==> config.mk <==
export PLATFORM = sky130hd
export DESIGN_NAME = led_ring_ctrl_flat
export DESIGN_NICKNAME = d
export VERILOG_FILES = /design/src/rtl/led_ring_pkg.sv /design/src/rtl/led_ring_ctrl_if.sv /design/src/rtl/ring_tick_prescaler.sv /design/src/rtl/led_ring_ctrl.sv /design/src/flat_wrapper.sv
export SDC_FILE = /design/constraint.sdc
export NUM_CORES = 1
export LEC_CHECK = 0
export ABC_AREA = 1
export CORE_ASPECT_RATIO = 0.9
export CORE_MARGIN = 2
export CORE_UTILIZATION = 59
export DETAILED_ROUTE_END_ITERATION = 7
export GPL_TIMING_DRIVEN = 0
export PLACE_DENSITY = 0.8
export SLEW_MARGIN = 10
export SYNTH_ARGS = -nofsm -noshare
export SYNTH_HDL_FRONTEND = slang
export SYNTH_HIERARCHICAL = 1
export SYNTH_SLANG_ARGS = --single-unit
==> constraint.sdc <==
create_clock -name clk -period 3.8 [get_ports clk]
set_input_delay 0.76 -clock clk [delete_from_list [all_inputs] [get_ports clk]]
set_output_delay 0.76 -clock clk [all_outputs]
set_load 0.02 [all_outputs]
==> src/rtl/led_ring_pkg.sv <==
// rtl/led_ring_pkg.sv - shared types and constants for the LED ring sequencer
// Contents: mode_t (switch encoding), state_t (sequencer FSM), dir_t (bounce
// direction), LED_RESET_PAT (lsb one-hot pattern, sliced to N_LEDS by users).
package led_ring_pkg;

  typedef enum logic [1:0] {
    ROT_L  = 2'b00,
    ROT_R  = 2'b01,
    BOUNCE = 2'b10,
    STEP_M = 2'b11
  } mode_t;

  typedef enum logic [1:0] {
    IDLE = 2'b00,
    RUN  = 2'b01,
    STEP = 2'b10
  } state_t;

  typedef enum logic {
    UP   = 1'b0,
    DOWN = 1'b1
  } dir_t;

  localparam logic [31:0] LED_RESET_PAT = 32'd1;

endpackage

==> src/rtl/led_ring_ctrl_if.sv <==
// rtl/led_ring_ctrl_if.sv - switch/button inputs and LED outputs of the ring sequencer
// Signals: enable, mode, step_btn (board side -> sequencer);
//          led, pos, tick, err (sequencer -> pins).
// Modports: master = board/driver side, slave = led_ring_ctrl.
interface led_ring_ctrl_if
  import led_ring_pkg::*;
#(
  parameter int N_LEDS = 4
);
  localparam int POS_W = (N_LEDS > 1) ? $clog2(N_LEDS) : 1;

  logic              enable;
  mode_t             mode;
  logic              step_btn;
  logic [N_LEDS-1:0] led;
  logic [POS_W-1:0]  pos;
  logic              tick;
  logic              err;

  modport master (output enable, mode, step_btn, input led, pos, tick, err);
  modport slave  (input enable, mode, step_btn, output led, pos, tick, err);
endinterface

==> src/rtl/ring_tick_prescaler.sv <==
// rtl/ring_tick_prescaler.sv - advance-rate prescaler for the LED ring
// Ports: clk (rising edge), sw (async active-high reset), run (count enable,
//        count cleared while low), tick_int (high in the last count cycle).
module ring_tick_prescaler #(
  parameter int CLK_DIV = 1250000
) (
  input  logic clk,
  input  logic sw,
  input  logic run,
  output logic tick_int
);
  localparam int CW = (CLK_DIV > 1) ? $clog2(CLK_DIV) : 1;
  localparam logic [CW-1:0] LAST = CW'(CLK_DIV - 1);

  logic [CW-1:0] cnt_q, cnt_d;

  // With CLK_DIV=1, LAST is 0 and the count never leaves 0: a tick every run cycle.
  assign tick_int = run && (cnt_q == LAST);

  always_comb begin
    cnt_d = '0;
    if (run && (cnt_q != LAST)) cnt_d = cnt_q + CW'(1);
  end

  always_ff @(posedge clk or posedge sw) begin
    if (sw) cnt_q <= '0;
    else    cnt_q <= cnt_d;
  end
endmodule

==> src/rtl/led_ring_ctrl.sv <==
// rtl/led_ring_ctrl.sv - one-hot LED ring sequencer (rotate/bounce/manual step)
// Ports: clk (rising edge), sw (async active-high reset),
//        bus (led_ring_ctrl_if.slave: enable, mode, step_btn in; led, pos, tick, err out).
// Option: LED_RING_ONEHOT_CHECK_EN adds a one-hot checker with sticky err;
//         without it err is tied to 0.
module led_ring_ctrl
  import led_ring_pkg::*;
#(
  parameter int N_LEDS  = 4,
  parameter int CLK_DIV = 1250000
) (
  input  logic              clk,
  input  logic              sw,
  led_ring_ctrl_if.slave    bus
);
  localparam int POS_W = (N_LEDS > 1) ? $clog2(N_LEDS) : 1;
  localparam logic [N_LEDS-1:0] RESET_PAT = LED_RESET_PAT[N_LEDS-1:0];

  state_t            state_q, state_d;
  dir_t              dir_q, dir_d;
  logic [N_LEDS-1:0] led_q, led_d;
  logic              tick_q, tick_d;
  logic [2:0]        sync_q;
  logic              tick_int;
  logic              step_edge;
  logic              eff_up;
  logic [N_LEDS-1:0] shl, shr, bnc;
  logic [POS_W-1:0]  pos_v;

  ring_tick_prescaler #(.CLK_DIV(CLK_DIV)) u_presc (
    .clk      (clk),
    .sw       (sw),
    .run      (state_q == RUN),
    .tick_int (tick_int)
  );

  // [0],[1] synchronize the raw button, [2] holds the previous synced level.
  // It runs in every state so an edge seen outside STEP is already consumed.
  assign step_edge = sync_q[1] & ~sync_q[2];

  assign shl = {led_q[N_LEDS-2:0], led_q[N_LEDS-1]};
  assign shr = {led_q[0], led_q[N_LEDS-1:1]};

  always_comb begin
    state_d = state_q;
    case (state_q)
      IDLE:    if (bus.enable) state_d = (bus.mode == STEP_M) ? STEP : RUN;
      RUN:     if (!bus.enable) state_d = IDLE;
               else if (bus.mode == STEP_M) state_d = STEP;
      STEP:    if (!bus.enable) state_d = IDLE;
               else if (bus.mode != STEP_M) state_d = RUN;
      default: state_d = IDLE;
    endcase
  end

  // Bounce: an end LED always turns the walk around, even if dir was left
  // pointing outward by a previous rotate mode.
  always_comb begin
    eff_up = ((dir_q == UP) && !led_q[N_LEDS-1]) || ((dir_q == DOWN) && led_q[0]);
    bnc    = eff_up ? shl : shr;
  end

  always_comb begin
    led_d  = led_q;
    dir_d  = dir_q;
    tick_d = 1'b0;
    if (state_d != IDLE) begin
      if ((state_q == STEP) && step_edge) begin
        led_d  = shl;
        tick_d = 1'b1;
      end else if (tick_int) begin
        tick_d = 1'b1;
        case (bus.mode)
          ROT_R:  led_d = shr;
          BOUNCE: begin
            led_d = bnc;
            if (bnc[N_LEDS-1])  dir_d = DOWN;
            else if (bnc[0])    dir_d = UP;
            else                dir_d = eff_up ? UP : DOWN;
          end
          default: led_d = shl;
        endcase
      end
    end
`ifdef LED_RING_ONEHOT_CHECK_EN
    // x & (x-1) clears the lowest set bit; zero result on non-zero x means one-hot.
    if ((led_q == '0) || ((led_q & (led_q - RESET_PAT)) != '0)) led_d = RESET_PAT;
`endif
  end

  always_comb begin
    pos_v = '0;
    for (int i = 0; i < N_LEDS; i++) if (led_q[i]) pos_v = POS_W'(i);
  end

  always_ff @(posedge clk or posedge sw) begin
    if (sw) begin
      state_q <= IDLE;
      dir_q   <= UP;
      led_q   <= RESET_PAT;
      tick_q  <= 1'b0;
      sync_q  <= '0;
    end else begin
      state_q <= state_d;
      dir_q   <= dir_d;
      led_q   <= led_d;
      tick_q  <= tick_d;
      sync_q  <= {sync_q[1:0], bus.step_btn};
    end
  end

`ifdef LED_RING_ONEHOT_CHECK_EN
  logic err_q;
  always_ff @(posedge clk or posedge sw) begin
    if (sw) err_q <= 1'b0;
    else if ((led_q == '0) || ((led_q & (led_q - RESET_PAT)) != '0)) err_q <= 1'b1;
  end
  assign bus.err = err_q;
`else
  assign bus.err = 1'b0;
`endif

  assign bus.led  = led_q;
  assign bus.pos  = pos_v;
  assign bus.tick = tick_q;
endmodule

==> src/flat_wrapper.sv <==
// flat-port wrapper written by rule: the top's interface ports become plain ports
module led_ring_ctrl_flat import led_ring_pkg::*;
#(
  parameter int N_LEDS  = 4,
  parameter int CLK_DIV = 1250000
)
  (clk, sw, bus_enable, bus_mode, bus_step_btn, bus_led, bus_pos, bus_tick, bus_err);
  led_ring_ctrl_if #(.N_LEDS(N_LEDS)) bus_i ();
  input  logic clk;
  input  logic sw;
  input wire logic [$bits(bus_i.enable)-1:0] bus_enable;
  input wire logic [$bits(bus_i.mode)-1:0] bus_mode;
  input wire logic [$bits(bus_i.step_btn)-1:0] bus_step_btn;
  output wire logic [$bits(bus_i.led)-1:0] bus_led;
  output wire logic [$bits(bus_i.pos)-1:0] bus_pos;
  output wire logic [$bits(bus_i.tick)-1:0] bus_tick;
  output wire logic [$bits(bus_i.err)-1:0] bus_err;
  assign bus_i.enable = bus_enable;
  assign bus_i.mode = bus_mode;
  assign bus_i.step_btn = bus_step_btn;
  assign bus_led = bus_i.led;
  assign bus_pos = bus_i.pos;
  assign bus_tick = bus_i.tick;
  assign bus_err = bus_i.err;
  led_ring_ctrl #(.N_LEDS(N_LEDS), .CLK_DIV(CLK_DIV)) u_core (.clk(clk), .sw(sw), .bus(bus_i));
endmodule
After elaboration in Yosys (flattened, before gate mapping)
Index checks and enable logic that the tools add are counted.
{"block": "classes", "n_addsub": 1, "n_eq_ne": 8, "mux": 21, "n_bitwise": 4, "n_reduce_logical": 12}
{"operator": "adder 21 x 1 -> 21 bit (second input constant)", "count": 1}
{"operator": "equality test 21 bit (second input constant)", "count": 1}
{"operator": "2-to-1 mux 21 bit", "count": 1}
{"operator": "!= test 21 bit (second input constant)", "count": 1}
{"operator": "2-to-1 mux 2 bit", "count": 8}
{"operator": "2-to-1 mux 4 bit", "count": 3}
{"operator": "one-hot mux 4 bit (2 select lines)", "count": 1}
{"operator": "2-to-1 mux 1 bit", "count": 7}
{"operator": "equality test 2 bit (second input constant)", "count": 3}
{"operator": "one-hot mux 2 bit (3 select lines)", "count": 1}
{"operator": "logical AND 1 bit", "count": 5}
{"operator": "equality test 2 x 1 -> 1 bit (second input constant)", "count": 2}
{"operator": "AND reduction 4 bit", "count": 1}
{"operator": "nonzero test 2 bit", "count": 2}
{"operator": "inverter 1 bit", "count": 3}
{"operator": "zero test 2 bit", "count": 1}
{"operator": "!= test 2 bit (second input constant)", "count": 1}
{"operator": "AND reduction 2 bit", "count": 1}
{"operator": "AND 1 bit", "count": 1}
{"operator": "zero test 1 bit", "count": 1}
{"operator": "logical OR 1 bit", "count": 1}
{"block": "totals", "ff_bits": 32, "in_bits": 6, "output_inout_bits": 8, "wordCells": 52}

Logic depth before layout (Yosys ltp)
Gate-level depths: netlist of the first run.
{"block": "logic_depth", "ltp_word": 7, "mapped_depth": 11, "mapped_depth_nobuf": 11}

By module
The synthesis of the first run kept the hierarchy.
{"mod": "ring_tick_prescaler", "instances": 1, "cells_each": 172, "area_per_inst_um2": 1273.7, "seq_area_each_um2": 525.5}
{"mod": "led_ring_ctrl", "instances": 1, "cells_each": 103, "area_per_inst_um2": 729.4, "seq_area_each_um2": 276.5}

Worst setup path after synthesis of the first run
Ideal clock, no wire load.
{"block": "synth_path", "kind": "register -> output", "from": "register u_core.led_q[1] (netlist: u_core/bus.led[1])", "to": "output bus_pos[0]", "arrival_ns": 1.046, "required_ns": 3.040, "path_slack_ns": 1.994, "stages_incl_launch_ff": 3, "n_path_buf": 0, "path_cell_list": "dfrtp_1 inv_1 o21ai_0"}
{"block": "synth_between", "elab_chain_len": 3}
{"element": "from (decl)", "line": "led_ring_ctrl.sv:21", "source": "logic [N_LEDS-1:0] led_q, led_d;"}
{"element": "from (signal assigned)", "line": "led_ring_ctrl.sv:106", "source": "led_q <= led_d;"}
{"element": "2-to-1 mux 1 bit", "line": "led_ring_ctrl.sv:93", "source": "for (int i = 0; i < N_LEDS; i++) if (led_q[i]) pos_v = POS_W'(i);"}
{"element": "2-to-1 mux 2 bit (2 in series)", "line": "led_ring_ctrl.sv:93"}
{"element": "to (decl)", "line": "flat_wrapper.sv:15", "source": "output wire logic [$bits(bus_i.pos)-1:0] bus_pos;"}
Every way passes these cells.

Worst setup path in the final report of the first run
Same ends and word-level chain as after synthesis.

==> results of run 1 <==
[per-stage QoR]
step	setup WS (ns)	area [um2]
2_1_floorplan	1.994	2003
3_3_place_gp	1.558	2178
3_5_place_dp	1.528	2178
4_1_cts	1.440	2268
5_1_grt	1.386	2268
6_report	1.447	2268
[kinds of logic after synthesis]
family / count (synthesis)
and+or+nand+nor: 177
buffers and inverters: 40
DFF: 32
xor gates and xnor gates: 11
AOI/OAI and AO/OA: 9
adders and majority gates: 5
other: 1
[synthesized netlist by cell type, drive strengths merged]
library cell and number:
xnor2 5, buf 2, inv 36, clkbuf 1, clkinv 1, nand2 88
or2 1, dfstp 1, conb 1, a21oi 1, o21ai 6, nor2 58
o21bai 2, nand3 22, and2 1, ha 5, dfrtp 31, xor2 6
nor3 2, nand4 5
[layout make-up]
cell class                      count  area [um2]
Fill cell                         285        1035
Multi-Input combinational cell    203        1025
Sequential cell                    32       802.0
Inverter                           37       143.9
Timing Repair Buffer               12       120.1
Clock buffer                        8       90.09
Tap cell                           44       55.05
Buffer                              3       32.53
[registers in the layout, indices dropped and copies added, names as in the netlist]
name,cells
u_core/dir_q,1
u_core/bus.led,4
u_core/bus.tick,1
u_core/state_q,2
u_core/u_presc/cnt_q,21
u_core/sync_q,3
[worst max-delay path, cell delays in order (launching register included)]
cell	delay [ns]
dfrtp_1	0.42
inv_1	0.09
o21ai_0	0.17
clkdlybuf4s50_1	0.63
[power breakdown]
group / total [mW] / switching (mW) / internal, mW
sequential: 0.359 / 0.00902 / 0.350
clock: 0.269 / 0.122 / 0.148
combinational: 0.0978 / 0.0608 / 0.0370
[worst max path at each step]
| stage | slack [ns] | end | cells after the start | start |
|---|---|---|---|---|
| 2_1_floorplan | 1.99 | bus_pos[0] | 2 | u_core/bus.led[1] |
| 3_3_place_gp | 1.56 | u_core/bus.led[3] | 9 | bus_mode[0] |
| 3_5_place_dp | 1.53 | u_core/bus.led[3] | 9 | bus_mode[0] |
| 4_1_cts | 1.44 | bus_pos[0] | 3 | u_core/bus.led[1] |
| 5_1_grt | 1.39 | bus_pos[0] | 3 | u_core/bus.led[1] |
| 6_report | 1.45 | bus_pos[0] | 3 | u_core/bus.led[1] |
[layer usage]
layer	vias to the layer above	routed length [um]	GRT usage [%]
li1	869	-	-
met1	756	1941	34.70
met2	35	1723	33.97
met3	5	211	5.133
met4	0	57	9.821
met5	-	0	0
==> flow_metrics.tcl, run 1 <==
set metrics [dict create \
    clk_pin_slew_ns 0.07 \
    die_h_um 59.28 \
    synth.top_cell.area_share_pct 38.73 \
    viasPerCell 4.912 \
    diodes 0 \
    cp.arrival_ns 1.59 \
    fp-row-count 20 \
    hold_class "reg2reg" \
    drcViolationCount 0 \
    fin_crit_sh_pct 61.91 \
    fin_nets 305 \
    yosys.area.top_type "dfrtp_1" \
    final_cell_mix "nand2_1 (73), nor2_1 (47), inv_1 (33)" \
    worstReg2RegEnd "u_core/dir_q" \
    rsz0062_at_grt "false" \
    synth_area_leaders "dfrtp_1 (39%), nand2_1 (14%), nor2_1 (8.8%)" \
    worst_setup_path_end_kind "output pin" \
    ant_nets 0 \
    hold_viol 0 \
    fin_crit_ns 2.353 \
    cts_tree "built" \
    placed_cells 331 \
    start_kind "flop" \
    yosys.area_share.simple_pct 40.54 \
    avgSynthCellArea_um2 7.284 \
    route.vias.total 1665 \
    synth_top_family_by_area "simple AND/OR/NAND/NOR gates" \
    yosysUniqueCellTypes 28 \
    synthMuxAreaShare_pct 0 \
    worst_ir_drop_vdd_uv 291.8 \
    worst-setup-path-type "reg2out" \
    clockRootBuffer "clkbuf_8" \
    power_uw 725.9 \
    cts_resized 0 \
    core_area_mm2 0.003303 \
    antenna_found_initial 0 \
    reg2regPathDepth 10 \
    worst_slew_pin_slew_ns 0.8099 \
    powerDensity_mw_per_mm2 320.0 \
    finalSetupViolCount 0 \
    gp_congestion 0.8674 \
    whs_ns 0.3485 \
    cts_setup_buffers 0 \
    reg2reg_slack_ns 2.01 \
    fmax_ghz 0.4251 \
    ys_ff_latch 32 \
    hpwl_um 2977 \
    drv_cap 0 \
    synthAdderAreaFrac_pct 3.123 \
    grt-ovfl-total 0 \
    drive_above_1_share_pct 13.90 \
    cts_hold_buffers 0 \
    numClockSinks 32 \
    outcome "finished clean" \
    initial_core_util_pct 60.64 \
    netlist_area_mm2 0.002003 \
    post-route-util_pct 68.67 \
    min_from "u_core/sync_q[0]" \
    final_common_cell "nand2_1" \
    grt_pass1_vias 1536 \
    wire_per_inst_um 11.60 \
    synth_xor_area_share_pct 4.809 \
    cts_buffer_depth 2 \
    area_growth_syn_to_layout_pct 13.24 \
    holdPathStages 0 \
    min_to "u_core/sync_q[1]" \
    cts_buffers 5 \
    synth_nets 286 \
    first_pass_iters 4 \
    die_w_um 65.42 \
    synth_compound_area_share_pct 2.498 \
    setup_tns_ns 0 \
    ys.warnings.count 6 \
    io_buffers 12 \
    grt_pass1_wl_um 6768 \
    leakage_nw 1.049 \
    synth_cells 275 \
    finalWirelength_um 3933 \
    ys_seq_area_share_pct 40.04 \
    rr_startpoint "u_core/u_presc/cnt_q[0]" \
    path_max_fanout 5 \
    grt_max_degree 22 \
    final_cells 339 \
    grt_usage_pct 23.61 \
    cts_htree_levels 2 \
    pin_count 14 \
    slew_violations 0 \
    clock_skew_ns 0.009255 \
    cp.required_ns 3.04 \
    slew_headroom_pct 45.95 \
    clkLatencyLatePin_ns 0.29 \
    drtIter0Drc 156 \
    dieArea_mm2 0.003878 \
]
Power figures use the tool's default switching activity.
==> run 2: changes to the inputs <==
CORE_UTILIZATION = 58   (was 59)
PLACE_DENSITY = 0.79   (was 0.8)
clock period = 2.3 ns   (was 3.8 ns; I/O delays follow)
==> flow_metrics.tcl, run 2 (synthesized netlist as in run 1, its figures left out) <==
set metrics [dict create \
    rsz0062_at_grt "false" \
    worst_setup_path_end_kind "output pin" \
    grt_pass1_wl_um 6748 \
    hpwl_um 2895 \
    fin_area_mm2 0.002268 \
    final_cell_mix "nand2_1 (73), nor2_1 (47), inv_1 (33)" \
    first_pass_iters 4 \
    ant_nets 0 \
    worst-setup-path-type "reg2out" \
    reg2regPathDepth 10 \
    fmax_ghz 0.5004 \
    antenna_found_initial 0 \
    wire_per_inst_um 11.38 \
    drcViolationCount 0 \
    top_register "u_core/u_presc/cnt_q" \
    fin_nets 305 \
    reg2reg_slack_ns 0.51 \
    cts_buffer_depth 2 \
    cts_tree "built" \
    fin_crit_ns 1.998 \
    cts_htree_levels 2 \
    final_common_cell "nand2_1" \
    leakage_nw 1.049 \
    clockRootBuffer "clkbuf_8" \
    worst_slew_pin_slew_ns 0.8131 \
    worstReg2RegEnd "u_core/dir_q" \
    pin_count 14 \
    die_h_um 59.75 \
    slew_headroom_pct 45.74 \
    setup_tns_ns 0 \
    worst_ir_drop_vdd_uv 346.9 \
    powerDensity_mw_per_mm2 522.5 \
    hold_class "reg2reg" \
    io_buffers 12 \
    hold_viol 0 \
    min_to "u_core/sync_q[1]" \
    fill_cells 292 \
    diodes 0 \
    initial_core_util_pct 59.74 \
    drive_above_1_share_pct 13.90 \
    numClockSinks 32 \
    final_cells 339 \
    cp.required_ns 1.84 \
    die_w_um 65.95 \
    viasPerCell 5.000 \
    grt_pass1_vias 1533 \
    grt_max_degree 22 \
    path_max_fanout 5 \
    area_growth_syn_to_layout_pct 13.24 \
    drtIter0Drc 169 \
    cp.arrival_ns 1.54 \
    placed_cells 331 \
    core_area_mm2 0.003353 \
    min_from "u_core/sync_q[0]" \
    grt_usage_pct 22.97 \
    outcome "finished clean" \
    holdPathStages 0 \
    cts_setup_buffers 0 \
    cts_hold_buffers 0 \
    gp_congestion 0.8826 \
    postPlaceCellArea_mm2 0.002178 \
    fp-row-count 20 \
    clock_skew_ns 0.002584 \
    dieArea_mm2 0.003940 \
    cts_buffers 5 \
    start_kind "flop" \
    largest_reg_flops 21 \
    finalSetupViolCount 0 \
    fin_crit_sh_pct 86.88 \
    route.vias.total 1695 \
    clkLatencyLatePin_ns 0.28 \
    drv_cap 0 \
    power_mw 1.185 \
    finalWirelength_um 3859 \
    rr_startpoint "u_core/u_presc/cnt_q[0]" \
    grt-ovfl-total 0 \
    slew_violations 0 \
    clk_pin_slew_ns 0.06 \
    cts_resized 0 \
]
run 2: worst max-delay path: stages (launching register included):
cell and delay (ns):
dfrtp_1 0.42, inv_1 0.08, o21ai_0 0.14, clkdlybuf4s50_1 0.62
run 2: area by class of cell:
class	instances	area [um2]	share of cell area, %
well taps	44	55.05	2.427
inverters	37	143.9	6.343
multi-input cells	203	1025	45.17
flip-flops and latches	32	802.0	35.36
repair buffers	12	120.1	5.295
clock buffers	8	90.09	3.971
plain buffers	3	32.53	1.434
run 2: where the power goes:
group          total (mW)  internal, mW  switching [mW]
Combinational       0.158        0.0612          0.0964
Sequential          0.592         0.578          0.0139
Clock               0.436         0.244           0.192
Total                1.19         0.883           0.302
run 2: stage by stage:
step / hold slack [ns] / util [%] / setup slack [ns]
after detailed placement: 0.3484 / 64.96 / 0.3510
final: 0.3547 / 67.65 / 0.3018
after global routing: 0.3623 / 67.65 / 0.1734
after floorplan: 0.3117 / - / 0.7882
after global placement: 0.3334 / 64.96 / 0.3859
after CTS: 0.3626 / 67.65 / 0.2810
run 2: how the worst max path moves through the flow:
stage | start | endpoint | slack, ns | depth (start not counted)
floorplan | u_core/u_presc/cnt_q[0] | u_core/dir_q | 0.79 | 10
global placement | bus_mode[0] | u_core/bus.led[3] | 0.39 | 9
detailed placement | bus_mode[0] | u_core/bus.led[1] | 0.35 | 9
CTS | u_core/bus.led[1] | bus_pos[0] | 0.28 | 3
global route | u_core/bus.led[1] | bus_pos[0] | 0.17 | 3
finish | u_core/bus.led[1] | bus_pos[0] | 0.30 | 3
run 2: layer usage:
metal | vias up | part of all wire [%] | global-route usage (%)
met1 | 762 | 48 | 32.00
met3 | 7 | 7.0 | 7.345
met4 | 0 | 1.4 | 9.038
met2 | 51 | 44 | 33.48
li1 | 875 | - | -
met5 | - | 0 | 0
==> run 3: changes to the inputs <==
SLEW_MARGIN = default   (was 10)
TNS_END_PERCENT = 100   (was default)
==> results of run 3 <==
Final layout, timing and power as in run 2 (identical DEF).
